===== src/rtl/branch_predict_unit_pkg.sv =====
// ---------------------------------------------------------------------------
// branch_predict_unit_pkg
//   Shared definitions for the branch prediction unit.
//   - Pipeline width defines: `PC_WIDTH, `IMM_WIDTH, `DWIDTH, `OPCODE_WIDTH
//   - Branch opcodes: `BEQ, `BNE
//   - 2-bit counter encodings: `CNT_SNT, `CNT_WNT, `CNT_WT, `CNT_ST
//   - Package: typed copies of the counter encodings and a branch-target
//     helper function.
//   Optional feature macro used by the top: BPU_PERF_CNT_EN.
//   No ports (package file).
// ---------------------------------------------------------------------------
`ifndef BRANCH_PREDICT_UNIT_DEFS
`define BRANCH_PREDICT_UNIT_DEFS
`define PC_WIDTH     32
`define IMM_WIDTH    16
`define DWIDTH       32
`define OPCODE_WIDTH 6
`define BEQ          6'b000100
`define BNE          6'b000101
`define CNT_SNT      2'b00
`define CNT_WNT      2'b01
`define CNT_WT       2'b10
`define CNT_ST       2'b11
`endif

package branch_predict_unit_pkg;

    localparam logic [1:0] CNT_SNT = `CNT_SNT;
    localparam logic [1:0] CNT_WNT = `CNT_WNT;
    localparam logic [1:0] CNT_WT  = `CNT_WT;
    localparam logic [1:0] CNT_ST  = `CNT_ST;

    localparam logic [`PC_WIDTH-1:0] PC_STEP = 4;

    // pc + 4 + (sign-extended word offset << 2); wraps at `PC_WIDTH bits.
    function automatic logic [`PC_WIDTH-1:0] branch_target(
        input logic [`PC_WIDTH-1:0]  pc,
        input logic [`IMM_WIDTH-1:0] imm
    );
        logic [`PC_WIDTH-1:0] offset;
        offset = {{(`PC_WIDTH-`IMM_WIDTH){imm[`IMM_WIDTH-1]}}, imm} << 2;
        return pc + PC_STEP + offset;
    endfunction

endpackage


===== src/rtl/bpu_sat_counter.sv =====
// ---------------------------------------------------------------------------
// bpu_sat_counter
//   Combinational 2-bit saturating counter update.
//   Ports:
//     i_cnt   - current counter value
//     i_taken - resolved branch outcome
//     o_cnt   - next counter value (increment on taken, decrement on
//               not taken, saturating at 11 / 00)
// ---------------------------------------------------------------------------
module bpu_sat_counter
    import branch_predict_unit_pkg::*;
(
    input  logic [1:0] i_cnt,
    input  logic       i_taken,
    output logic [1:0] o_cnt
);

    always_comb begin
        o_cnt = i_cnt;
        if (i_taken) begin
            if (i_cnt != CNT_ST) o_cnt = i_cnt + 2'd1;
        end else begin
            if (i_cnt != CNT_SNT) o_cnt = i_cnt - 2'd1;
        end
    end

endmodule


===== src/rtl/branch_predict_unit.sv =====
// ---------------------------------------------------------------------------
// branch_predict_unit
//   Direct-mapped BTB with 2-bit counters. IF-stage lookup is combinational
//   from the registered tables; ID-stage BEQ/BNE resolution updates the
//   tables and raises a registered one-cycle flush/redirect on mispredict.
//   Ports:
//     i_clk, i_rst              - clock, synchronous active-high reset
//     i_stall                   - freezes updates, suppresses flush
//     i_if_pc                   - fetch PC
//     o_pred_taken/o_pred_target- IF prediction
//     i_id_*                    - ID-stage branch info and forwarded data
//     o_flush/o_redirect_pc     - registered mispredict flush and target
//   Optional (macro BPU_PERF_CNT_EN): o_branch_cnt, o_mispred_cnt,
//     saturating 32-bit counts of resolves and mispredicts.
// ---------------------------------------------------------------------------
module branch_predict_unit
    import branch_predict_unit_pkg::*;
#(
    parameter int         DEPTH    = 16,
    parameter logic [1:0] CNT_INIT = 2'b01
) (
    input  logic                     i_clk,
    input  logic                     i_rst,
    input  logic                     i_stall,
    input  logic [`PC_WIDTH-1:0]     i_if_pc,
    output logic                     o_pred_taken,
    output logic [`PC_WIDTH-1:0]     o_pred_target,
    input  logic                     i_id_valid,
    input  logic                     i_id_branch,
    input  logic [`OPCODE_WIDTH-1:0] i_id_opcode,
    input  logic [`PC_WIDTH-1:0]     i_id_pc,
    input  logic [`IMM_WIDTH-1:0]    i_id_imm,
    input  logic [`DWIDTH-1:0]       i_id_data_r1,
    input  logic [`DWIDTH-1:0]       i_id_data_r2,
    input  logic                     i_id_pred_taken,
    input  logic [`PC_WIDTH-1:0]     i_id_pred_target,
    output logic                     o_flush,
    output logic [`PC_WIDTH-1:0]     o_redirect_pc
`ifdef BPU_PERF_CNT_EN
    ,
    output logic [31:0]              o_branch_cnt,
    output logic [31:0]              o_mispred_cnt
`endif
);

    localparam int INDEX_BITS = $clog2(DEPTH);
    localparam int TAG_BITS   = `PC_WIDTH - INDEX_BITS - 2;

    logic [DEPTH-1:0]     valid_q, valid_d;
    logic [TAG_BITS-1:0]  tag_q    [DEPTH];
    logic [TAG_BITS-1:0]  tag_d    [DEPTH];
    logic [`PC_WIDTH-1:0] target_q [DEPTH];
    logic [`PC_WIDTH-1:0] target_d [DEPTH];
    logic [1:0]           cnt_q    [DEPTH];
    logic [1:0]           cnt_d    [DEPTH];
    logic                 flush_q, flush_d;
    logic [`PC_WIDTH-1:0] redirect_q, redirect_d;

    // IF lookup
    logic [INDEX_BITS-1:0] if_idx;
    logic [TAG_BITS-1:0]   if_tag;
    logic                  if_hit;

    always_comb begin
        if_idx = i_if_pc[INDEX_BITS+1:2];
        if_tag = i_if_pc[`PC_WIDTH-1:INDEX_BITS+2];
        if_hit = valid_q[if_idx] && (tag_q[if_idx] == if_tag);
        // Gated by reset so the prediction is quiet while tables clear.
        o_pred_taken  = !i_rst && if_hit && cnt_q[if_idx][1];
        o_pred_target = o_pred_taken ? target_q[if_idx] : i_if_pc + PC_STEP;
    end

    // ID resolution
    logic [INDEX_BITS-1:0] id_idx;
    logic [TAG_BITS-1:0]   id_tag;
    logic                  id_hit;
    logic                  is_beq, is_bne;
    logic                  resolve;
    logic                  actual_taken;
    logic [`PC_WIDTH-1:0]  actual_target;
    logic                  mispredict;
    logic [1:0]            cnt_upd;

    bpu_sat_counter u_sat_counter (
        .i_cnt   (cnt_q[id_idx]),
        .i_taken (actual_taken),
        .o_cnt   (cnt_upd)
    );

    always_comb begin
        id_idx        = i_id_pc[INDEX_BITS+1:2];
        id_tag        = i_id_pc[`PC_WIDTH-1:INDEX_BITS+2];
        id_hit        = valid_q[id_idx] && (tag_q[id_idx] == id_tag);
        is_beq        = (i_id_opcode == `BEQ);
        is_bne        = (i_id_opcode == `BNE);
        resolve       = i_id_valid && i_id_branch && (is_beq || is_bne) && !i_stall;
        actual_taken  = is_beq ? (i_id_data_r1 == i_id_data_r2)
                               : (i_id_data_r1 != i_id_data_r2);
        actual_target = branch_target(i_id_pc, i_id_imm);
        // A wrong target only matters when both sides say taken.
        mispredict    = (actual_taken != i_id_pred_taken) ||
                        (actual_taken && i_id_pred_taken &&
                         (i_id_pred_target != actual_target));

        valid_d    = valid_q;
        tag_d      = tag_q;
        target_d   = target_q;
        cnt_d      = cnt_q;
        flush_d    = 1'b0;
        redirect_d = redirect_q;

        if (resolve) begin
            if (actual_taken) begin
                valid_d[id_idx]  = 1'b1;
                tag_d[id_idx]    = id_tag;
                target_d[id_idx] = actual_target;
                cnt_d[id_idx]    = id_hit ? cnt_upd : CNT_WT;
            end else if (id_hit) begin
                cnt_d[id_idx] = cnt_upd;
            end
            if (mispredict) begin
                flush_d    = 1'b1;
                redirect_d = actual_taken ? actual_target : i_id_pc + PC_STEP;
            end
        end
    end

    always_ff @(posedge i_clk) begin
        if (i_rst) begin
            valid_q    <= '0;
            flush_q    <= 1'b0;
            redirect_q <= '0;
            for (int i = 0; i < DEPTH; i++) begin
                tag_q[i]    <= '0;
                target_q[i] <= '0;
                cnt_q[i]    <= CNT_INIT;
            end
        end else begin
            valid_q    <= valid_d;
            tag_q      <= tag_d;
            target_q   <= target_d;
            cnt_q      <= cnt_d;
            flush_q    <= flush_d;
            redirect_q <= redirect_d;
        end
    end

    assign o_flush       = flush_q;
    assign o_redirect_pc = redirect_q;

`ifdef BPU_PERF_CNT_EN
    logic [31:0] branch_cnt_q, branch_cnt_d;
    logic [31:0] mispred_cnt_q, mispred_cnt_d;

    always_comb begin
        branch_cnt_d  = branch_cnt_q;
        mispred_cnt_d = mispred_cnt_q;
        if (resolve && (branch_cnt_q != 32'hFFFF_FFFF))
            branch_cnt_d = branch_cnt_q + 32'd1;
        if (resolve && mispredict && (mispred_cnt_q != 32'hFFFF_FFFF))
            mispred_cnt_d = mispred_cnt_q + 32'd1;
    end

    always_ff @(posedge i_clk) begin
        if (i_rst) begin
            branch_cnt_q  <= '0;
            mispred_cnt_q <= '0;
        end else begin
            branch_cnt_q  <= branch_cnt_d;
            mispred_cnt_q <= mispred_cnt_d;
        end
    end

    assign o_branch_cnt  = branch_cnt_q;
    assign o_mispred_cnt = mispred_cnt_q;
`endif

endmodule


===== config.mk =====
export PLATFORM = sky130hd
export DESIGN_NAME = branch_predict_unit
export DESIGN_NICKNAME = d
export VERILOG_FILES = /design/src/rtl/branch_predict_unit_pkg.sv /design/src/rtl/bpu_sat_counter.sv /design/src/rtl/branch_predict_unit.sv
export SDC_FILE = /design/constraint.sdc
export NUM_CORES = 2
export LEC_CHECK = 0
export ABC_CLOCK_PERIOD_IN_PS = 7700
export BUFFER_PORTS_ARGS = -buffer_cell sky130_fd_sc_hd__buf_4
export CORE_MARGIN = 4
export CORE_UTILIZATION = 62
export CTS_CLUSTER_DIAMETER = 40
export DETAILED_ROUTE_END_ITERATION = 10
export PLACE_DENSITY_LB_ADDON = 0.3
export REMOVE_ABC_BUFFERS = 1
export SETUP_SLACK_MARGIN = 0.05
export SLEW_MARGIN = 20
export SYNTH_ARGS = -nofsm -noshare
export SYNTH_HDL_FRONTEND = slang
export SYNTH_SLANG_ARGS = --single-unit
export TNS_END_PERCENT = 30

===== constraint.sdc =====
create_clock -name i_clk -period 7.7 [get_ports i_clk]
set_input_delay 1.155 -clock i_clk [delete_from_list [all_inputs] [get_ports i_clk]]
set_output_delay 1.155 -clock i_clk [all_outputs]
set_load 0.1 [all_outputs]

# After elaboration in Yosys (flattened, before gate mapping)
# Cells that the tools add are included.
[totals]
elab_cells = 137
output_inout_bits = 66
input_bits = 188
ff_bits = 1009
[classes]
eq_ne = 9
n_bitwise = 4
addsub = 5
reduce_logical = 21
magnitude_cmp = 6
mux = 41
[ops]
columns = ["cell", "n"]
rows = [
  ["$bwmux 512", 1],
  ["$bwmux 416", 1],
  ["$mux 32", 7],
  ["$bmux 26 s4", 2],
  ["$mux 26", 5],
  ["$bmux 32 s4", 1],
  ["$demux 32 s4", 1],
  ["$demux 26 s4", 1],
  ["$add 32x3->32 const B", 2],
  ["$bwmux 32", 2],
  ["$ne 32x32->1", 2],
  ["$eq 26x26->1", 2],
  ["$add 32x32->32", 1],
  ["$eq 32x32->1", 1],
  ["$mux 2", 9],
  ["$bmux 2 s4", 2],
  ["$or 16x16->16", 1],
  ["$eq 6x3->1 const B", 2],
  ["$logic_and 1x1->1", 11],
  ["$ge 5x5->1 const B", 2],
  ["$lt 4x5->1 const B", 2],
  ["$not 4->5", 2],
  ["$bmux 1 s4", 2],
  ["$demux 2 s4", 1],
  ["other kinds (14)", 23],
]

# Logic depth before layout (Yosys ltp)
[logic_depth]
word_depth = 10
mapped_depth = 24
ltp_nobuf = 19

# Hierarchy
# A second synthesis with hierarchy kept.
[unflattened]
hier_cells = 5869
area_unflattened_um2 = 51055.2
[modules_own_cells]
columns = ["mod", "area_per_inst_um2", "n_inst", "seq_area_each_um2", "cells_each"]
rows = [
  ["branch_predict_unit", 51028.9, 1, 20199.4, 5866],
  ["bpu_sat_counter", 26.3, 1, 0.0, 3],
]

# Least setup slack after synthesis
# No wires, ideal clock.
[synth_path]
kind = "input port to output port"
startpoint = "input i_if_pc[2]"
endpoint = "output o_pred_target[31]"
arrival_time_ps = 6027
path_slack_ps = 518
required_time_ps = 6545
cell_stages = 13
n_path_buf = 6
cell_sequence = "buf_2 buf_2 buf_2 buf_2 clkbuf_1 clkbuf_1 and3_1 nand3_1 or2_2 nor3_1 nand3_1 xor2_1 o21ai_0"
[synth_via]
elab_chain_cells = 9
word_cells_on_any_way = 18
classes_between = "1 x add/sub; 1 x eq/ne; 12 x mux; 1 x bitwise; 3 x reduce/logical"
[synth_rtl]
columns = ["element", "line", "source"]
rows = [
  ["from (decl)", "branch_predict_unit.sv:25", "input logic [`PC_WIDTH-1:0] i_if_pc,"],
  ["$not 4->5 (not written as such)", "branch_predict_unit.sv:67, branch_predict_unit.sv:69, branch_predict_unit.sv:70", ""],
  ["$bmux 26 s4", "branch_predict_unit.sv:67", "if_hit = valid_q[if_idx] && (tag_q[if_idx] == if_tag);"],
  ["$mux 26 (not written as such) (2 in series)", "branch_predict_unit.sv:67", ""],
  ["$eq 26x26->1", "branch_predict_unit.sv:67", ""],
  ["$logic_and 1x1->1", "branch_predict_unit.sv:67", ""],
  ["$logic_and 1x1->1 (2 in series)", "branch_predict_unit.sv:69", "o_pred_taken = !i_rst && if_hit && cnt_q[if_idx][1];"],
  ["$mux 32 (*)", "branch_predict_unit.sv:70", "o_pred_target = o_pred_taken ? target_q[if_idx] : i_if_pc + PC_STEP;"],
  ["to (decl)", "branch_predict_unit.sv:27", "output logic [`PC_WIDTH-1:0] o_pred_target,"],
]
# Mark *: on every way between the ends. The rest lies on a longest branch, timed or not. The select of a mux whose other input is x is not followed.

# Worst setup path in the final report
[layout_path]
startpoint = "input i_if_pc[2]"
endpoint = "output o_pred_target[20]"
# Same word-level chain as after synthesis.

==> results.toml <==
[worst_setup_path]
r2r_cells = 10
startpoint_type = "primary input"
slowest_delay_ns = 0.56
path_cells = "buf_8 > buf_4 > mux4_2 > mux4_2 > xnor2_1 > nand4_1 > nor2_1 > nand4_1 > nor4_4 > buf_12 > nand2_1 > o21ai_0 > buf_4"
rr_endpoint = "cnt_q[21]"
path_max_fanout = 67
arrival_ns = 5.66
cp.required_ns = 6.55
endpoint_kind = "output port"
r2r_setup_slack_ns = 3.25
cp_slowest_cell = "mux4_2"
r2r_start = "tag_q[314]"
path_class = "primary input to output port"

[status]
status = "complete, no violations"

[cts]
hold_buffers = 0
cts_tree = "yes"
clk_pin_slew_worst_paths_ns = 0.06
cts_buffer_depth = 3
cts_buffers = 135
cts_root_buffer = "clkbuf_16"
clk_latency_ns = 0.73
post-cts-setup-buffer-count = 0
cts_sinks = 1009
htreeDepth = 4
post_cts_resize_count = 0

[layout]
final_util_pct = 71.1
fin_nets = 5960
synthToLayoutAreaGrowth_pct = 13.2
drive_gt1_share_pct = 18.4

[sta]
max_freq_ghz = 0.147
hold_viol = 0
fin_crit_sh_pct = 88.5
slew_violations = 0
rsz0062_at_grt = "no"
slew_headroom_pct = 11.0
tightest_slew_ns = 1.33
setup_viol = 0
worst_clock_skew_ns = 0.0179
period_needed_ns = 6.81

[floorplanning]
fp-row-count = 104
ios = 254
die_area_um2 = 86500
fp.dieW_um = 294
die_h_um = 294
core_area_um2 = 80800
start_util_pct = 62.8

[synthesis]
ys_seq_area_share_pct = 39.8
synth-async-reset-ratio_pct = 0
synth_edf_count = 0
synthCells = 5802
ys.flop_type = "dfxtp_1"
yosys.cell_types.count = 84
yosys_warnings = 0
synth_area_um2 = 50800
ys_ff_latch = 1009
avgSynthCellArea_um2 = 8.75

[job]
maxCapViolations = 0

[min_path]
min_to = "target_q[12]"
min-delay-start = "target_q[12]"
min_delay_path_depth = 2
hold_class = "flip-flop to flip-flop"

[route]
avgViaCountPerCell = 6.89
drc = 0
routed_wl_mm = 191
antenna_left = 0
vias = 47518
first_pass_iters = 8
routedWlPerCell_um = 27.7
detail_route.iter0.violations = 7657

[global_route]
grt_pass1_vias = 45798
gr-total-overflow = 0
antenna_found_initial = 7
grtUsageTotal_pct = 43.2
grt_max_degree = 213
grt_pass1_wl_mm = 280

[placed_design]
gp_congestion = 0.992
numPortBuffers = 253
hpwl_mm = 109

[power]
powerDensity_nw_per_um2 = 224
p_leak_uw = 0.0191
irDropWorstVdd_mv = 0.199
p_total_uw = 12800
[power breakdown]
group	internal [uW]	switching [uW]
combinational	391	933
clock	3760	2540
sequential	5220	1.21
[critical path: cells and delay by family]
kind / cells / cell delay, ns
compound gates: 1 / 0.33
xor+xnor: 1 / 0.30
simple gates: 5 / 1.04
buf+inv: 4 / 1.62
mux: 2 / 1.06
[cell type report]
cell class,count,area (um2)
antenna,6,15.0
timing repair buffer,347,2770
multi-input combinational,4222,28600
fill,5928,23300
sequential,1009,20200
clock buffer,164,3650
clock inverter,78,846
tap,1060,1330
inverter,15,56.3
[flip-flops by register name, summed over array words and instances, names as in the netlist]
name and cells:
cnt_q 32, o_flush 1, o_redirect_pc 32, tag_q 416, target_q 512, valid_q 16
[layer usage]
metal  up-vias  share of wire, %  global-route usage (%)  routed length (um)
met4         8               8.9                    33.0               17100
met3      1119                15                    12.6               28100
met1     22411                33                    53.8               64000
li1      20022                 -                       -                   -
met5         -             0.050                       0                  96
met2      3958                43                    63.5               82200
[through the flow]
step / setup TNS [ns] / hold WS, ns / setup WS [ns] / cells / cell area (um2)
3_5_place_dp: 0 / 0.444 / 0.665 / 6652 / 52900
5_1_grt: 0 / 0.463 / 0.593 / 6897 / 57500
3_3_place_gp: 0 / 0.438 / 0.716 / 6651 / 52900
6_report: 0 / 0.451 / 0.888 / 6901 / 57500
4_1_cts: 0 / 0.452 / 1.04 / 6894 / 57400
2_1_floorplan: -22.90 / 0.427 / -0.664 / 5246 / 48600
[synth_stat cells (51+ instances only)]
master	n	share of area (%)
nor2_1	204	1.5
buf_2	53	0.52
mux4_2	429	19
xnor2_1	99	1.7
nand2_1	1870	14
xor2_1	88	1.5
a211oi_1	88	1.3
dfxtp_1	1009	40
buf_1	77	0.57
clkbuf_1	416	3.1
a21oi_1	939	9.3
o21ai_0	79	0.78
nand3_1	51	0.50
[layout by cell type, fill, tap and decap left out, drive strengths merged, types with 6 or more instances in the layout]
| cell type | instances |
|---|---|
| bufinv | 10 |
| xor2 | 89 |
| clkinvlp | 9 |
| nor2 | 205 |
| nor3 | 14 |
| clkinv | 37 |
| a31oi | 10 |
| and3 | 22 |
| o21ai | 86 |
| ha | 41 |
| a211oi | 88 |
| o21a | 6 |
| nor4 | 14 |
| inv | 37 |
| xnor3 | 6 |
| nor3b | 13 |
| xnor2 | 100 |
| nor2b | 13 |
| clkbuf | 165 |
| mux4 | 429 |
| and4 | 6 |
| a21oi | 943 |
| o211ai | 7 |
| dfxtp | 1009 |
| a21o | 8 |
| nand2b | 12 |
| nor4bb | 7 |
| diode | 6 |
| nand4 | 31 |
| a211o | 27 |
| and2 | 9 |
| a31o | 15 |
| buf | 346 |
| mux2i | 18 |
| nand3 | 51 |
| nand2 | 1871 |
| a311oi | 10 |
[worst max-delay path by stage]
stage | from | end | slack, ns | depth (start not counted)
finish | i_if_pc[2] | o_pred_target[20] | 0.89 | 13
floorplan | i_if_pc[2] | o_pred_target[10] | -0.66 | 7
detailed placement | i_id_pc[2] | o_redirect_pc[1] | 0.66 | 19
global route | i_if_pc[2] | o_pred_target[20] | 0.59 | 13
CTS | i_if_pc[2] | o_pred_target[13] | 1.04 | 12
global placement | i_id_pc[2] | o_redirect_pc[0] | 0.72 | 19
[kinds of logic (layout without fill, tap and decap cells)]
logic type / after synthesis / count (layout) / synth area share [%]
adders and majority gates: 42 / 42 / 1.05
AOI/OAI and AO/OA: 1241 / 1241 / 13.6
muxes: 450 / 450 / 19.4
other: 0 / 6 / 0
DFF: 1009 / 1009 / 39.8
xor gates and xnor gates: 195 / 195 / 3.56
buffers and inverters: 571 / 604 / 4.44
and+or+nand+nor: 2294 / 2294 / 18.1
Note: power is estimated with default switching activity, not from simulation.
